**src/rtl/mfsk_modulator.sv**
```systemverilog
// M-ary continuous-phase FSK modulator.
// Each word is sent MSB-first as BPS-bit symbols, each SYM_LEN samples long.
module mfsk_modulator #(
   parameter int DATA_W = 8,
   parameter int BPS = 1,
   parameter int PHASE_W = 16,
   parameter int SAMPLE_W = 8,
   parameter int SYM_LEN = 64,
   parameter int SAMPLE_DIV = 1,
   parameter logic [PHASE_W-1:0] F0_FTW = 16'h0400,
   parameter logic [PHASE_W-1:0] FTW_STEP = 16'h0400
) (
   input  logic                clk,
   input  logic                reset,
   input  logic [DATA_W-1:0]   parallel_in,
   input  logic                load,
   output logic                ready,
   output logic [SAMPLE_W-1:0] mod_out,
   output logic                sample_valid,
   output logic [BPS-1:0]      sym_out,
   output logic                word_done
);

   localparam int NSYM = DATA_W / BPS;
   localparam int SYM_CW = $clog2(NSYM + 1);
   localparam int SMP_CW = $clog2(SYM_LEN);
   localparam int DIV_CW = $clog2(SAMPLE_DIV + 1);
   localparam longint AMP = (64'sd1 <<< (SAMPLE_W - 1)) - 64'sd1;

   // Elaboration-time sine in Q30 fixed point (quarter-wave Taylor series).
   function automatic logic [SAMPLE_W-1:0] sine_at(input int idx);
      longint x;
      longint x2;
      longint term;
      longint acc;
      int k;
      k = idx % 128;
      if (k > 64) k = 128 - k;
      x = (64'sd3373259426 * longint'(k)) / 64'sd128;
      x2 = (x * x) >>> 30;
      term = x;
      acc = x;
      for (int n = 1; n <= 8; n++) begin
         term = -((term * x2) >>> 30) / longint'((2 * n) * (2 * n + 1));
         acc = acc + term;
      end
      acc = (acc * AMP + (64'sd1 <<< 29)) >>> 30;
      if (idx >= 128) acc = -acc;
      return acc[SAMPLE_W-1:0];
   endfunction

   logic [SAMPLE_W-1:0] lut [256];

   for (genvar g = 0; g < 256; g++) begin : g_lut
      localparam logic [SAMPLE_W-1:0] V = sine_at(g);
      assign lut[g] = V;
   end

   typedef enum logic {IDLE, RUN} state_t;

   state_t              state;
   state_t              state_nx;
   logic                tick;
   logic                sym_end;
   logic                last;
   logic                accept;
   logic [DIV_CW-1:0]   div_cnt;
   logic [SMP_CW-1:0]   smp_cnt;
   logic [SYM_CW-1:0]   sym_cnt;
   logic [DATA_W-1:0]   shreg;
   logic [PHASE_W-1:0]  phase;
   logic [PHASE_W-1:0]  ftw;

   assign sym_out = shreg[DATA_W-1 -: BPS];
   assign ftw = F0_FTW + PHASE_W'(sym_out) * FTW_STEP;

   always_comb begin
      tick = (state == RUN) && (div_cnt == DIV_CW'(SAMPLE_DIV - 1));
      sym_end = tick && (smp_cnt == SMP_CW'(SYM_LEN - 1));
      last = sym_end && (sym_cnt == SYM_CW'(NSYM - 1));
      ready = (state == IDLE) || last;
      accept = load && ready;
      state_nx = state;
      if (accept) state_nx = RUN;
      else if (last) state_nx = IDLE;
   end

   always_ff @(posedge clk or negedge reset) begin
      if (!reset) state <= IDLE;
      else state <= state_nx;
   end

   // Phase is never cleared between symbols or words: continuous phase.
   always_ff @(posedge clk or negedge reset) begin
      if (!reset) begin
         div_cnt <= '0;
         smp_cnt <= '0;
         sym_cnt <= '0;
         shreg <= '0;
         phase <= '0;
         mod_out <= '0;
         sample_valid <= 1'b0;
         word_done <= 1'b0;
      end else begin
         sample_valid <= tick;
         word_done <= last;
         if (tick) begin
            mod_out <= lut[phase[PHASE_W-1 -: 8]];
            phase <= phase + ftw;
         end
         if (accept) begin
            shreg <= parallel_in;
            sym_cnt <= '0;
            smp_cnt <= '0;
            div_cnt <= '0;
         end else if (tick) begin
            div_cnt <= '0;
            if (sym_end) begin
               smp_cnt <= '0;
               sym_cnt <= sym_cnt + 1'b1;
               shreg <= shreg << BPS;
            end else begin
               smp_cnt <= smp_cnt + 1'b1;
            end
         end else if (state == RUN) begin
            div_cnt <= div_cnt + 1'b1;
         end
      end
   end

endmodule

```
**config.mk**
```make
export PLATFORM = sky130hd
export DESIGN_NAME = mfsk_modulator
export DESIGN_NICKNAME = d
export VERILOG_FILES = /design/src/rtl/mfsk_modulator.sv
export SDC_FILE = /design/constraint.sdc
export NUM_CORES = 1
export LEC_CHECK = 0
export ABC_AREA = 0
export CORE_ASPECT_RATIO = 1.1
export CORE_MARGIN = 2
export CORE_UTILIZATION = 33
export CTS_CLUSTER_DIAMETER = 60
export DETAILED_ROUTE_END_ITERATION = 8
export GPL_ROUTABILITY_DRIVEN = 0
export PLACE_DENSITY = 0.55
export SLEW_MARGIN = 40
export SYNTH_ARGS = -nofsm -noshare
export SYNTH_HDL_FRONTEND = slang
export SYNTH_SLANG_ARGS = --single-unit
```
**constraint.sdc**
```tcl
create_clock -name clk -period 2.6 [get_ports clk]
set_input_delay 0.52 -clock clk [delete_from_list [all_inputs] [get_ports clk]]
set_output_delay 0.52 -clock clk [all_outputs]
set_load 0.005 [all_outputs]
```
After elaboration in Yosys (flattened, before gate mapping)

Memories as Yosys holds them, arrays and structs flattened. A register that Yosys moved wholly into a read port is not among the register bits.
Cells that the tools add are included.

Equal/unequal tests: 2
Add/sub/neg operators: 5
Shifts and indexed selects: 0
Bitwise logic cells: 3
Reductions and logical operators: 11
Multiplexer cells: 14
$mul: 0
Div/mod/pow operators: 0
Order comparisons: 0

Operators with widths:

| operator               | count |
|---|---|
| $mux 8                 | 3 |
| $mux 6                 | 3 |
| $add 16x12->16         | 1 |
| $add 11x11->12 const A | 1 |
| $mux 4                 | 3 |
| $not 8->9              | 1 |
| $add 6x1->6 const B    | 1 |
| $eq 6x6->1 const B     | 1 |
| $reduce_bool 2->1      | 3 |
| $mux 1                 | 5 |
| $add 4x1->4 const B    | 1 |
| $eq 4x3->1 const B     | 1 |
| $logic_and 1x1->1      | 4 |
| $reduce_bool 3->1      | 1 |
| $not 1->1              | 2 |
| $reduce_and 2->1       | 1 |
| $add 1x1->1 const B    | 1 |
| $logic_not 1->1        | 1 |
| $logic_or 1x1->1       | 1 |

Latch bits: 0
Word-level logic and storage cells: 44
Memory bits (writable): 0
ROM bits: 2048
Flip-flop bits (word level): 38
Memories: 1

Memories:

| memory          | depth | bits a word | rd ports | clocked after Yosys merged registers in | wr ports | RTL line | text |
|---|---|---|---|---|---|---|---|
| (no name shown) | 256   | 8           | 1        | 1                                       | 0        | 108      | `mod_out <= lut[phase[PHASE_W-1 -: 8]];` |

Depth between registers and ports, before layout

Gate-level depths: netlist of run 1.

Depth after elaboration: 8
Gate-level depth with buffers: 7

Worst setup path after synthesis of run 1

OpenSTA, ideal clock, no wires.

Path type: register to output
Start: reg smp_cnt[0]
End: out ready
Cell stages (with the launch flop): 4
Path buffers: 0
Arrival time: 1.141 ns
Slack: 0.939 ns
Cells stage by stage: dfrtp_1 -> ha_1 -> nand3b_4 -> o41ai_2

Word-level cells in the longest chain between the ends: 4

RTL lines:

| item                   | RTL line | text |
|---|---|---|
| start, declared        | 68       | `logic [SMP_CW-1:0] smp_cnt;` |
| start signal, assigned | 123      | `smp_cnt <= smp_cnt + 1'b1;` |
| $eq 6x6->1             | 79       | `sym_end = tick && (smp_cnt == SMP_CW'(SYM_LEN - 1));` |
| $logic_and 1x1->1      | 79       |  |
| $logic_and 1x1->1      | 80       | `last = sym_end && (sym_cnt == SYM_CW'(NSYM - 1));` |
| $logic_or 1x1->1       | 81       | `ready = (state == IDLE) \|\| last;` |
| end, declared          | 17       | `output logic ready,` |

Every way passes these cells.

Worst setup path after layout of run 1

Start: reg sym_cnt[0]
End: out ready

Word-level cells in the longest chain between the ends: 3

RTL lines:

| item                   | RTL line | text |
|---|---|---|
| start, declared        | 69       | `logic [SYM_CW-1:0] sym_cnt;` |
| start signal, assigned | 120      | `sym_cnt <= sym_cnt + 1'b1;` |
| $eq 4x3->1             | 80       |  |
| $logic_and 1x1->1      | 80       |  |
| $logic_or 1x1->1       | 81       |  |

Every way passes these cells.

==> results by group, run 1 <==
Placed design
  – Post-place setup slack: 336 ps
  – HPWL after DPL: around 3300 um
  – Placed Area: ~2600 um^2
  – I/O Buffers: 22

Yosys
  – Count leader, synth: dfrtp_1
  – Register area share after synthesis: 0.388
  – Synth cell types: 54
  – #FFs+latches synth: 36
  – Synthesized area: 2320 um^2
  – Mapped Avg Cell Area: ~8.6 um^2
  – Cells after Synth: 269
  – Synth Warn #: 0
  – Post-synth top flop: dfrtp_1
  – Most instantiated cells after synthesis: 36 x dfrtp_1, 34 x nand2_1, 19 x nor2_1
  – Synth area leaders: dfrtp_1 39%, nand2_1 5.5%, mux2i_1 3.9%
  – Synth async-reset ratio: 1.00
  – EDFF count, synth: 0
  – Most area-hungry cell type in the Yosys netlist: dfrtp_1
  – Net Count, Synth: ~290
  – Yosys top cell area share: 0.388

Final layout
  – Share of cells above drive strength 1: 0.0941
  – Area Overhead vs Synth: 16.7%
  – NumNets Final: roughly 300
  – ANT cells: 0
  – Cell area after layout: 2710 um^2

Route
  – Drt total wl: between 5000 and 6000 um
  – Via count: roughly 1900
  – DR iter-0 viols: around 130
  – Via/cell ratio: a little over 5
  – # DRC: 0
  – WL per Instance: 13.5 um
  – Drt first pass iters: 4
  – Final ANT Viol Nets: 0

Die
  – Starting Density: 0.336
  – FP Rows: 32
  – Core ar.: between 6000 and 7000 um^2
  – # IOs: 23
  – Die footprint: 7730 um^2
  – Die X: roughly 84 um
  – Die height: slightly above 90 um

STA
  – Worst Skew: roughly 8.4 ps
  – Final setup viols: 0
  – F_max: roughly 0.47 GHz
  – Max-slew violation count: 0
  – Setup ws final: ~460 ps
  – Tightest Pin Transition: slightly below 600 ps
  – Setup TNS: 0 ps
  – Slew margin rel.: 0.614
  – Tmin final: 2140 ps
  – RSZ-0062 raised after global routing: no
  – Period utilization: 0.824
  – Hold WS: roughly 170 ps
  – Hold Vio Cnt, Final: 0

Critical path
  – FF-to-FF End: mod_out[0]
  – Worst setup startpoint: sym_cnt[0]
  – WP data arrival: roughly 1600 ps
  – Crit. End Element: output port
  – Setup CP Type: reg -> out
  – R2R depth: 6
  – Critical Path RT: ~2100 ps
  – Worst setup endpoint: ready
  – Critical Path Start Type: flop
  – CP peak stage delay: ~400 ps
  – Worst-path fanout max: 3
  – RR Startpoint: phase[14]
  – Cell Chain, Critical Path: ha_1 > nand3b_1 > o41ai_4 > dlymetal6s2s_1
  – Reg2Reg Setup Slack: ~810 ps
  – CP max stage cell: dfrtp_1

CTS
  – Clk root buf: clkbuf_8
  – CTS hold repair buffers: 0
  – Clk_lat worst skew: about 300 ps
  – Clk sink count: 36
  – Clock buffer depth: 2
  – Clk slew on worst S/H paths: ~90 ps
  – CTS tree: built
  – Total CTS buffers: 5
  – H-tree Lvls: 2

Status
  – Status: finished, final reports clean

Min path
  – Worst Hold Class: in -> async

GRT
  – Grt ovf: 0
  – Vias in the first global route: approximately 1900
  – Largest net degree at the start of global routing: 37
  – Antenna violations before repair: 0
  – Total Routing Usage GR: 0.141
  – First-pass GRT wire length: roughly 8800 um

Power
  – Leakage: roughly 1.1 nW
  – VDD IR max: 472 uV
  – PwrDens: ~1200 nW/um^2

Job
  – # Max-Cap Violations: 0
==> area by class of cell <==
class	count	area [um^2]
Fill cell	717	4210
Timing Repair Buffer	33	303
Multi-Input combinational cell	201	1280
Clock buffer	5	68.8
Clock inverter	3	23.8
Tap cell	85	106
Inverter	9	33.8
Sequential cell	36	901
==> timing repair <==
item | 4_1_cts | 5_1_grt
setup endpoints to repair | 1 | 1
hold endpoints to repair | 0 | 0
pin swaps | 0 | 1
gates resized for setup | 1 | 2
setup buffers | 0 | 1
==> where the power goes <==
group          total (mW)  internal (mW)  switching [mW]
Combinational        1.78          0.849           0.934
Sequential           1.13          0.823           0.303
Clock               0.424          0.190           0.234
==> kinds of logic (layout without fill, tap and decap cells) <==
logic type	count (synthesis)	count (layout)	synth area share
AND/OR/NAND/NOR	101	101	0.224
flip-flops	36	36	0.388
adder cells (fa/ha/maj)	5	5	0.0269
multiplexers	9	9	0.0388
buffers and inverters	32	50	0.0689
XOR/XNOR	9	9	0.0339
AO/OA/AOI/OAI	77	77	0.220
==> placed cells by master, fill, tap and decap left out, drive strengths merged, types with 2 or more instances in the layout <==
cell type      netlist  final
mux2i                9      9
o41ai                2      2
clkinvlp             0      2
clkdlybuf4s50        0     20
a41oi                2      2
nand2               35     35
nand4                6      6
nor2                19     19
nor3b                2      2
clkinv               2      3
a31oi                6      6
clkbuf               8      5
nand3b               3      3
o21ai               27     27
a21oi               16     16
xnor2                5      5
buf                 15     12
xor2                 4      4
inv                  7      7
nor3                 8      8
nand2b               8      8
a211oi               3      3
nor2b                8      8
o221ai               2      2
nand3                4      4
o211ai               4      4
o31ai                3      3
ha                   5      5
dfrtp               36     36
==> worst min path at each step <==
| stage | startpoint | to | slack [ps] | depth (start not counted) |
|---|---|---|---|---|
| 2_1_floorplan | reset | div_cnt | 220 | 0 |
| 3_3_place_gp | mod_out[1] | mod_out[1] | 450 | 2 |
| 3_5_place_dp | mod_out[1] | mod_out[1] | 460 | 2 |
| 4_1_cts | reset | mod_out[5] | 190 | 1 |
| 5_1_grt | reset | mod_out[5] | 210 | 1 |
| 6_report | reset | mod_out[5] | 170 | 1 |
==> layer usage <==
layer  track usage  routed length [um]  part of all wire
met5             0                   0                 0
met3        0.0333                 178             0.035
met2         0.233                2440              0.49
met1         0.178                2320              0.46
met4        0.0538                  80             0.016
==> worst max-delay path: cells and delay by family (launching register included) <==
kind	cells	cell delay, ps
DFF	1	400
and+or+nand+nor	1	150
buffers and inverters	1	180
adders and majority gates	1	200
AOI/OAI and AO/OA	1	400
==> flip-flops by register name, summed over array words and instances, names as in the netlist <==
register / count
div_cnt: 1
smp_cnt: 6
sym_cnt: 4
mod_out: 8
word_done: 1
phase: 6
state: 1
shreg: 8
sample_valid: 1
==> through the flow <==
step	util	cells	total power [mW]
final	0.392	372	3.33
after global routing	0.392	372	3.68
after CTS	0.390	371	3.36
after detailed placement	0.375	363	2.92
after global placement	0.375	363	2.89
after floorplan	-	269	2.45
Note: power is estimated with default switching activity, not from simulation.
==> inputs of run 2 (changes only) <==
Clock period 2.6 ns to 2.2 ns, I/O delays scaled along.
==> results by group, run 2 (synthesis results as in run 1) <==
Min path
  – Worst Hold Class: reg -> reg
  – Worst Hold End: smp_cnt[5]
  – Hold Path Depth: 1
  – Hold path startpoint: smp_cnt[5]

CTS
  – Total CTS buffers: 5 (unchanged)
  – Clk_lat worst skew: 290 ps (about the same)
  – H-tree Lvls: 2 (unchanged)
  – CTS tree: built
  – Clock buffer depth: 2 (unchanged)
  – Clk sink count: 36 (unchanged)
  – Clk slew on worst S/H paths: 80 ps (about the same)
  – Clk root buf: clkbuf_8

STA
  – RSZ-0062 raised after global routing: no
  – Worst Skew: 4.47 ps (-3.94 ps)
  – Period utilization: 0.919
  – Hold WS: 476 ps (+307 ps)
  – F_max: 0.494 GHz
  – Final setup viols: 0 (unchanged)
  – Setup TNS: 0 ps (unchanged)
  – Tmin final: between 2000 and 2500 ps
  – Max-slew violation count: 0 (unchanged)
  – Tightest Pin Transition: 563 ps (-16.4 ps)
  – Hold Vio Cnt, Final: 0 (unchanged)
  – Setup ws final: 177 ps (-281 ps)
  – Slew margin rel.: 0.625 (+0.0109)

Die
  – Die X: 84.0 um (unchanged)
  – # IOs: 23 (unchanged)
  – Die height: 92.0 um (unchanged)
  – Core ar.: 6930 um^2 (unchanged)
  – Starting Density: 0.336 (unchanged)
  – FP Rows: 32 (unchanged)
  – Die footprint: 7730 um^2 (unchanged)

Final layout
  – NumNets Final: 314 (+4.0%)
  – Layout fillers: 712 (-0.70%)
  – Share of cells above drive strength 1: 0.134 (+0.0397)
  – ANT cells: 0 (unchanged)
  – Most common cell after layout, fill and taps aside: dfrtp_1
  – Final core occ: 0.409 (+0.0168)
  – Cell area after layout: 2830 um^2 (+4.3%)
  – Largest regs: mod_out x8, shreg x8
  – Area Overhead vs Synth: 21.7%
  – Final Non-Filler Cells: 384 (+3.2%)
  – Commonest cells after routing, fill and taps aside: 36 x dfrtp_1, 34 x nand2_1, 21 x buf_4

GRT
  – Grt ovf: 0 (unchanged)
  – Largest net degree at the start of global routing: 22 (-41%)
  – Vias in the first global route: 1909 (+2.3%)
  – Antenna violations before repair: 0 (unchanged)
  – Total Routing Usage GR: 0.143 (+0.00249)
  – First-pass GRT wire length: 8990 um (+2.5%)

Critical path
  – Reg2Reg Setup Slack: 350 ps (-460 ps)
  – Crit. End Element: output port
  – Critical Path RT: 1760 ps (-320 ps)
  – Worst-path fanout max: 3 (unchanged)
  – Setup CP Type: reg -> out
  – FF-to-FF End: shreg[2]
  – R2R depth: 7 (+1)
  – WP data arrival: 1580 ps (-40 ps)
  – RR Startpoint: smp_cnt[0]
  – Critical Path Start Type: flop

Power
  – Leakage: 1.17 nW (+4.7%)
  – PwrDens: 1480 nW/um^2 (+21%)
  – Sw Share: 0.423 (-0.0184)
  – Comb power frac: 0.537 (+0.002)
  – Design Power: 4.19 mW (+26%)
  – Clock power frac: 0.144 (+0.017)
  – VDD IR max: 499 uV (+5.8%)
  – Psw: 1.77 mW (+21%)
  – Seq pwr share: 0.319 (-0.019)
  – Internal cell power: 2.42 mW (+30%)

Placed design
  – HPWL after DPL: 3600 um (+9.5%)
  – I/O Buffers: 22 (unchanged)
  – Post-place setup slack: 59.8 ps (-276 ps)
  – Placed Area: 2680 um^2 (+3.0%)
  – Placed insts: 372 (+2.5%)

Route
  – WL per Instance: 13.6 um (+0.68%)
  – Final ANT Viol Nets: 0 (unchanged)
  – DR iter-0 viols: 124 (-3.1%)
  – # DRC: 0 (unchanged)
  – Via count: 2004 (+3.6%)
  – Via/cell ratio: 5.22 (+0.38%)
  – Drt total wl: 5220 um (+3.9%)
  – Drt first pass iters: 4 (unchanged)

Status
  – Status: finished, final reports clean

Job
  – # Max-Cap Violations: 0 (unchanged)
[run 2: cell types whose count changed in the layout (fill, tap and decap cells not counted)]
| cell | previous run | this run |
|---|---|---|
| buf_2 | 0 | 1 |
| clkinvlp_4 | 2 | 1 |
| ha_1 | 4 | 3 |
| buf_4 | 12 | 21 |
| ha_2 | 1 | 2 |
| clkinv_2 | 0 | 1 |
| clkbuf_2 | 0 | 1 |
| clkinv_4 | 1 | 0 |
| dlymetal6s2s_1 | 1 | 0 |
| dlygate4sd3_1 | 0 | 1 |
| buf_12 | 0 | 1 |
| bufinv_16 | 0 | 1 |
[run 2: layout make-up]
cell class	instances	area, um^2	share of cell area
multi-input combinational	201	1280	0.452
sequential	36	901	0.318
timing repair buffer	45	398	0.141
tap	85	106	0.0376
clock buffer	5	68.8	0.0243
clock inverter	3	42.5	0.0150
inverter	9	33.8	0.0119
[run 2: routing by layer]
layer / global-route usage / vias up / wire length (um)
met5: 0 / - / 0
met4: 0.0444 / 0 / 47
met3: 0.0297 / 6 / 179
met2: 0.244 / 42 / 2620
met1: 0.182 / 943 / 2370
li1: - / 1013 / -
[run 2: repair_timing]
item | in CTS | in global routing
buffers inserted | 0 | 3
hold buffers | 1 | 0
endpoints found under the setup margin | 1 | 1
endpoints found under the hold margin | 8 | 0
pin swaps | 0 | 1
gates resized for setup | 3 | 3
[run 2: power groups by stage]
stage | Combinational (mW) | Clock [mW] | Sequential [mW]
2_1_floorplan | 1.72 | 0 | 1.17
3_3_place_gp | 2.17 | 0 | 1.34
3_5_place_dp | 2.21 | 0 | 1.34
4_1_cts | 2.23 | 0.627 | 1.33
5_1_grt | 2.55 | 0.656 | 1.39
6_report | 2.25 | 0.604 | 1.34
[run 2: how the worst max path moves through the flow]
stage	start	to	slack, ps	depth (start not counted)
2_1_floorplan	smp_cnt[0]	smp_cnt[5]	600	6
3_3_place_gp	smp_cnt[0]	ready	90	4
3_5_place_dp	smp_cnt[0]	ready	60	4
4_1_cts	smp_cnt[0]	ready	90	4
5_1_grt	sym_cnt[0]	ready	60	4
6_report	sym_cnt[0]	ready	180	4
[run 2: critical path, cell delays in order (launching register included)]
cell	delay, ps
dfrtp_1	380
ha_2	210
nand3b_1	150
o41ai_4	390
clkbuf_2	170
